## src/rtl/reg_write_sequencer_pkg.sv

```systemverilog
// Shared definitions for the register-bank write sequencer: bank map, FSM states
// and the header legality rule.
package reg_write_sequencer_pkg;

  localparam int NUM_REGS = 11;

  typedef enum int {
    REG_CTRL0 = 0,
    REG_CTRL1 = 1,
    REG_CTRL2 = 2,
    REG_DATA1 = 3,
    REG_DATA2 = 4,
    REG_DATA3 = 5,
    REG_DATA4 = 6,
    REG_DATA5 = 7,
    REG_DATA6 = 8,
    REG_DATA7 = 9,
    REG_DATA8 = 10
  } reg_index_e;

  typedef enum logic [2:0] {
    ST_IDLE,
    ST_DATA_WAIT,
    ST_SETUP,
    ST_STROBE,
    ST_HOLD
  } state_t;

  // A burst must start inside the bank and must not run past its last register.
  function automatic logic headerIsValid(input logic [7:0] hdr);
    logic [4:0] addr;
    logic [4:0] len;
    logic [4:0] limit;
    addr  = {1'b0, hdr[7:4]};
    len   = {1'b0, hdr[3:0]} + 5'd1;
    limit = 5'(NUM_REGS);
    return (addr < limit) && ((addr + len) <= limit);
  endfunction

endpackage

```

## src/rtl/reg_write_sequencer.sv

```systemverilog
// Byte-stream front end for the output register bank: a header sets start address and
// burst length, then each data byte is written with a setup / strobe / hold sequence.
module reg_write_sequencer
  import reg_write_sequencer_pkg::*;
#(
  parameter int STROBE_CYCLES  = 2,
  parameter int TIMEOUT_CYCLES = 255
) (
  input  logic                clk,
  input  logic                rst,
  input  logic [7:0]          in_byte,
  input  logic                in_valid,
  output logic                in_ready,
  output logic [7:0]          data,
  output logic [NUM_REGS-1:0] register_select,
  output logic                busy,
  output logic                err
);

  localparam int STB_W = (STROBE_CYCLES > 1) ? $clog2(STROBE_CYCLES) : 1;
  localparam int TMO_W = (TIMEOUT_CYCLES > 1) ? $clog2(TIMEOUT_CYCLES) : 1;
  localparam logic [STB_W-1:0] STB_LAST = STB_W'(STROBE_CYCLES - 1);
  localparam logic [TMO_W-1:0] TMO_LAST = TMO_W'(TIMEOUT_CYCLES - 1);

  state_t              r_state;
  logic [7:0]          r_data;
  logic [NUM_REGS-1:0] r_select;
  logic                r_busy;
  logic                r_err;
  logic                r_inReady;
  logic [3:0]          r_addr;
  logic [4:0]          r_remaining;
  logic [STB_W-1:0]    r_strobeCnt;
  logic [TMO_W-1:0]    r_tmoCnt;

  logic                w_accept;
  logic                w_hdrValid;
  logic [4:0]          w_hdrLen;

  assign w_accept   = in_valid && r_inReady;
  assign w_hdrValid = headerIsValid(in_byte);
  assign w_hdrLen   = {1'b0, in_byte[3:0]} + 5'd1;

  // All outputs are registered so the latch bank sees glitch-free select and data.
  always_ff @(posedge clk) begin
    if (rst) begin
      r_state     <= ST_IDLE;
      r_data      <= '0;
      r_select    <= '0;
      r_busy      <= 1'b0;
      r_err       <= 1'b0;
      r_inReady   <= 1'b1;
      r_addr      <= '0;
      r_remaining <= '0;
      r_strobeCnt <= '0;
      r_tmoCnt    <= '0;
    end else begin
      case (r_state)
        ST_IDLE: begin
          if (w_accept) begin
            if (w_hdrValid) begin
              r_err       <= 1'b0;
              r_addr      <= in_byte[7:4];
              r_remaining <= w_hdrLen;
              r_tmoCnt    <= '0;
              r_busy      <= 1'b1;
              r_state     <= ST_DATA_WAIT;
            end else begin
              r_err <= 1'b1;
            end
          end
        end
        ST_DATA_WAIT: begin
          if (w_accept) begin
            r_data      <= in_byte;
            r_tmoCnt    <= '0;
            r_inReady   <= 1'b0;
            r_state     <= ST_SETUP;
          end else if (r_tmoCnt == TMO_LAST) begin
            r_err       <= 1'b1;
            r_busy      <= 1'b0;
            r_state     <= ST_IDLE;
          end else begin
            r_tmoCnt    <= r_tmoCnt + 1'b1;
          end
        end
        ST_SETUP: begin
          r_select    <= NUM_REGS'(1) << r_addr;
          r_strobeCnt <= '0;
          r_state     <= ST_STROBE;
        end
        ST_STROBE: begin
          if (r_strobeCnt == STB_LAST) begin
            r_select <= '0;
            r_state  <= ST_HOLD;
          end else begin
            r_strobeCnt <= r_strobeCnt + 1'b1;
          end
        end
        ST_HOLD: begin
          r_addr      <= r_addr + 4'd1;
          r_remaining <= r_remaining - 5'd1;
          r_inReady   <= 1'b1;
          if (r_remaining == 5'd1) begin
            r_busy  <= 1'b0;
            r_state <= ST_IDLE;
          end else begin
            r_tmoCnt <= '0;
            r_state  <= ST_DATA_WAIT;
          end
        end
        default: begin
          r_select  <= '0;
          r_busy    <= 1'b0;
          r_inReady <= 1'b1;
          r_state   <= ST_IDLE;
        end
      endcase
    end
  end

  assign in_ready        = r_inReady;
  assign data            = r_data;
  assign register_select = r_select;
  assign busy            = r_busy;
  assign err             = r_err;

endmodule

```

## config.mk

```make
export PLATFORM = sky130hd
export DESIGN_NAME = reg_write_sequencer
export DESIGN_NICKNAME = d
export VERILOG_FILES = /design/src/rtl/reg_write_sequencer_pkg.sv /design/src/rtl/reg_write_sequencer.sv
export SDC_FILE = /design/constraint.sdc
export NUM_CORES = 1
export LEC_CHECK = 0
export BUFFER_PORTS_ARGS = -buffer_cell sky130_fd_sc_hd__buf_2
export CAP_MARGIN = 40
export CORE_MARGIN = 3
export CORE_UTILIZATION = 40
export DETAILED_ROUTE_END_ITERATION = 6
export HOLD_SLACK_MARGIN = 0.06
export PLACE_DENSITY_LB_ADDON = 0.08
export REMOVE_ABC_BUFFERS = 1
export SETUP_SLACK_MARGIN = 0.3
export SLEW_MARGIN = 20
export SYNTH_ARGS = -nofsm -noshare
export SYNTH_HDL_FRONTEND = slang
export SYNTH_SLANG_ARGS = --single-unit
```

## constraint.sdc

```tcl
create_clock -name clk -period 3 [get_ports clk]
set_input_delay 0.3 -clock clk [delete_from_list [all_inputs] [get_ports clk]]
set_output_delay 0.3 -clock clk [all_outputs]
set_load 0.03 [all_outputs]
```

==> run summary <==
The flow ran to the end, and the final reports show no timing, DRC or antenna violations. The die extent in x came out at 82.93 um. Proportion of register bits with asynchronous set or reset after synthesis: 0. Walking the worst path, the cells encountered are buf_2, ha_1, xor2_1, ha_1, a21oi_1, a21boi_0, or3_4, a311o_1, and2_4, a311oi_2. For this run the aggregate overflow at the end of global routing stands at 0.

The total of max-cap violations was 0; the post-detailed-route via-to-cell ratio was 5.550. The fraction of the yosys area taken by sequential cells was 0.3636. The tools report the detailed-placement wirelength estimate as 4157 um.

Entering global routing, the biggest net connects 27 pins. The slowest stage of the critical path is the sky130_fd_sc_hd__or3_4 cell. The floorplan step set the die height to 82.93 um. Clock latency on the worst-skew pair, taken at its later pin, is 0.30 ns.

The count of nets left with antenna violations once routing finished came out at 0. The routed design uses 197 um of met3 wire. The logs give 2561 um for the wire length on met2 and 608 for the filler cell count. In this run the cell area measured after placement is 2584 um^2.

The floorplan step defined a core boundary enclosing 5608 um^2. Leaving out fill and tap cells, the most frequent cells in the layout are sky130_fd_sc_hd__dfxtp_1, sky130_fd_sc_hd__nor2_1, sky130_fd_sc_hd__buf_2. For the worst setup path, the data required time is 3.23 ns.

Routed via count: 2098. The uppermost layer routed was met4. The most common library cell in the layout ignoring fill and taps was sky130_fd_sc_hd__dfxtp_1.

The initialized floorplan defines 27 standard-cell rows. For this run, the number of Yosys warnings is 0. The first global-routing pass estimated 9604 um of wire.

The run gives 0.1678 as the aggregate global-route resource usage. Setup violations remaining at the end of the flow were counted as 0. The tools report the master cell of the clock root buffer as sky130_fd_sc_hd__clkbuf_8. The arrival time of data at the critical path endpoint is 2.72 ns, and the actual transition at the worst max-transition pin is 0.9153 ns. The post-synthesis cell type count is 52, and the final instance area is 2703 um^2. On the worst path, the slowest cell contributes a delay of 0.41 ns.

After detailed routing, the number of remaining DRC violations is 0. The tools report the number of buffers on the longest clock path as 2. In this run the static leakage power is 1.072 nW.

The worst-case IR drop observed on VDD is 0.2488 mV. Counting every sink on the clock net gives 43. The number of failing hold endpoints at the final stage came out at 0. The tools report the launching element type of the critical path as an input port. The layout cell share with drive strength beyond 1 is 0.1765. Counting flops with a built-in enable in the synthesized netlist gives 0. The level count of the clock H-tree was 2; the count of input and output buffers was 32. Setup total negative slack on the finished layout was measured at 0 ns. The tools report the number of global-route vias before repair as 1940. After detailed placement, the design holds a cell count of 370. The logs give 0.5087 ns for the final setup slack of the worst path and 277 for the gate count after technology mapping.

For the net count reported at finish, the log shows 332. Clock tree synthesis inserted a total of 5 buffers. Clock period minus final worst setup slack: 2.491 ns. For this run, the leading register cell type out of synthesis is sky130_fd_sc_hd__dfxtp_1.

The total I/O pin count is 33. The effective utilization at floorplan was 0.4221. The tools report the remaining max-slew budget at the tightest pin as 0.3898.

Clock-pin slew was measured on the worst setup and hold paths at 0.09 ns. The average footprint of a synthesized cell was 8.546 um^2; the routed wire length was 5615 um. In this run, the number of DRC markers left after iteration 0 of detailed routing was 81.

The share of the cycle needed by the critical path after routing was 0.8304; the critical-path maximum fanout was 8. The run gives 0.001418 W as the total power. Most used cell along the critical path: sky130_fd_sc_hd__ha_1. The number of antenna violations at the first check in global routing was 0. TritonCTS built the clock tree.

The met1 wire length is 2762 um. Between clock sinks in the finished design, the worst skew comes to 0.009113 ns. The total iterations of the first detailed-routing run is 4, and the placer congestion estimate is 0.8307. The floorplan step defined a die boundary enclosing 6877 um^2. From synthesis to final layout, the design area changed by 14.16%. For this run, the number of standard cells in the final layout without fillers is 378.

The worst setup path is captured at a flip-flop. Static timing analysis puts the maximum clock frequency at 401.4 MHz. Buffers added to address setup during post-CTS repair amount to 0. At the placement stage, the worst setup path has a slack of 0.1715 ns. The number of pins exceeding their max-slew limit in the final report was 0; the number of register bits inferred by synthesis was 43.

The tightest min-delay check is of the input port to flip-flop type. Setup repair after global routing left no endpoint under its margin. In this run the power density over the cells is 524.5 nW/um^2. The critical path class was input port to flip-flop. The number of antenna diodes in the final layout is 0. The routed wirelength normalized by instance count was 14.85 um; the mapped cell area was 2367 um^2.
[sequential cells by signal, indices dropped and copies added, names as in the netlist]
name and count:
register_select 11, data 8, r_tmoCnt 8, r_remaining 5, r_addr 4, r_state 3
busy 1, err 1, in_ready 1, r_strobeCnt 1
[per-stage QoR]
stage / util / hold slack (ns)
final: 0.4819 / 0.2800
after floorplan: - / 0.3679
after CTS: 0.4808 / 0.2820
after detailed placement: 0.4607 / 0.4723
after global routing: 0.4819 / 0.3049
after global placement: 0.4607 / 0.4634
[report_power, final]
group	internal [W]	switching [W]	leakage (nW)	total (W)
sequential	0.000601	0.0000355	0.348	0.000636
combinational	0.000118	0.000201	0.666	0.000319
clock	0.000248	0.000214	0.0581	0.000462
[cell families after synthesis]
logic type / share of synthesized area
flip-flops: 0.3636
multiplexers: 0.03806
XOR/XNOR: 0.01850
AND/OR/NAND/NOR: 0.2061
buffers and inverters: 0.04757
adder cells (fa/ha/maj): 0.08774
AO/OA/AOI/OAI: 0.2384
[layout make-up]
class	instances	area, um^2	area share
inverters	13	48.80	0.01806
multi-input cells	206	1400	0.5181
well taps	72	90.09	0.03333
repair buffers	36	190.2	0.07037
clock inverters	3	43.79	0.01620
flip-flops and latches	43	860.8	0.3185
clock buffers	5	68.82	0.02546
[layer usage]
layer | vias up | track usage
met2 | 38 | 0.2580
met5 | - | 0
met4 | 0 | 0.05052
met1 | 983 | 0.2364
li1 | 1068 | -
met3 | 9 | 0.03373
[final timing paths]
check	start	cells past startpoint	endpoint	slack, ns
min reg2reg	r_remaining[1]$_SDFFE_PP0P_	2	r_remaining[1]$_SDFFE_PP0P_	0.48
min	in_byte[1]	3	data[1]$_SDFFE_PP0P_	0.28
max reg2reg	r_remaining[0]$_SDFFE_PP0P_	6	r_tmoCnt[6]$_SDFFE_PP0P_	0.98
max	in_byte[0]	10	r_tmoCnt[6]$_SDFFE_PP0P_	0.51
[worst max-delay path, delay by kind of cell]
family                   cells  cell delay (ns)
AO/OA/AOI/OAI                4             0.88
AND/OR/NAND/NOR              2             0.63
adder cells (fa/ha/maj)      2             0.56
XOR/XNOR                     1             0.23
buffers and inverters        1             0.12
[repair_timing]
item                       CTS  global route
resized for setup            0             2
hold buffers                 0             0
setup endpoints to repair    0             2
[synthesized netlist by cell type, drive strengths merged, types with 2 or more instances]
library cell	count	area (um^2)
nor3	12	65.06
clkbuf	12	45.04
nand2b	5	31.28
a21o	3	22.52
nand2	15	56.30
a31oi	5	31.28
inv	13	48.80
o21ai	11	55.05
o21a	4	30.03
a211oi	6	45.04
dfxtp	43	860.8
nand4	2	12.51
mux2i	9	90.09
and3	5	31.28
o211ai	2	15.01
a41oi	2	17.52
o31ai	3	22.52
and2	3	21.27
nand3	14	70.07
a21oi	12	60.06
xor2	4	35.03
or3	3	23.77
o221ai	2	17.52
ha	15	187.7
buf	3	18.77
a22oi	12	90.09
nor2	33	123.9
a311oi	4	60.06
(Power assumes the default switching activity.)
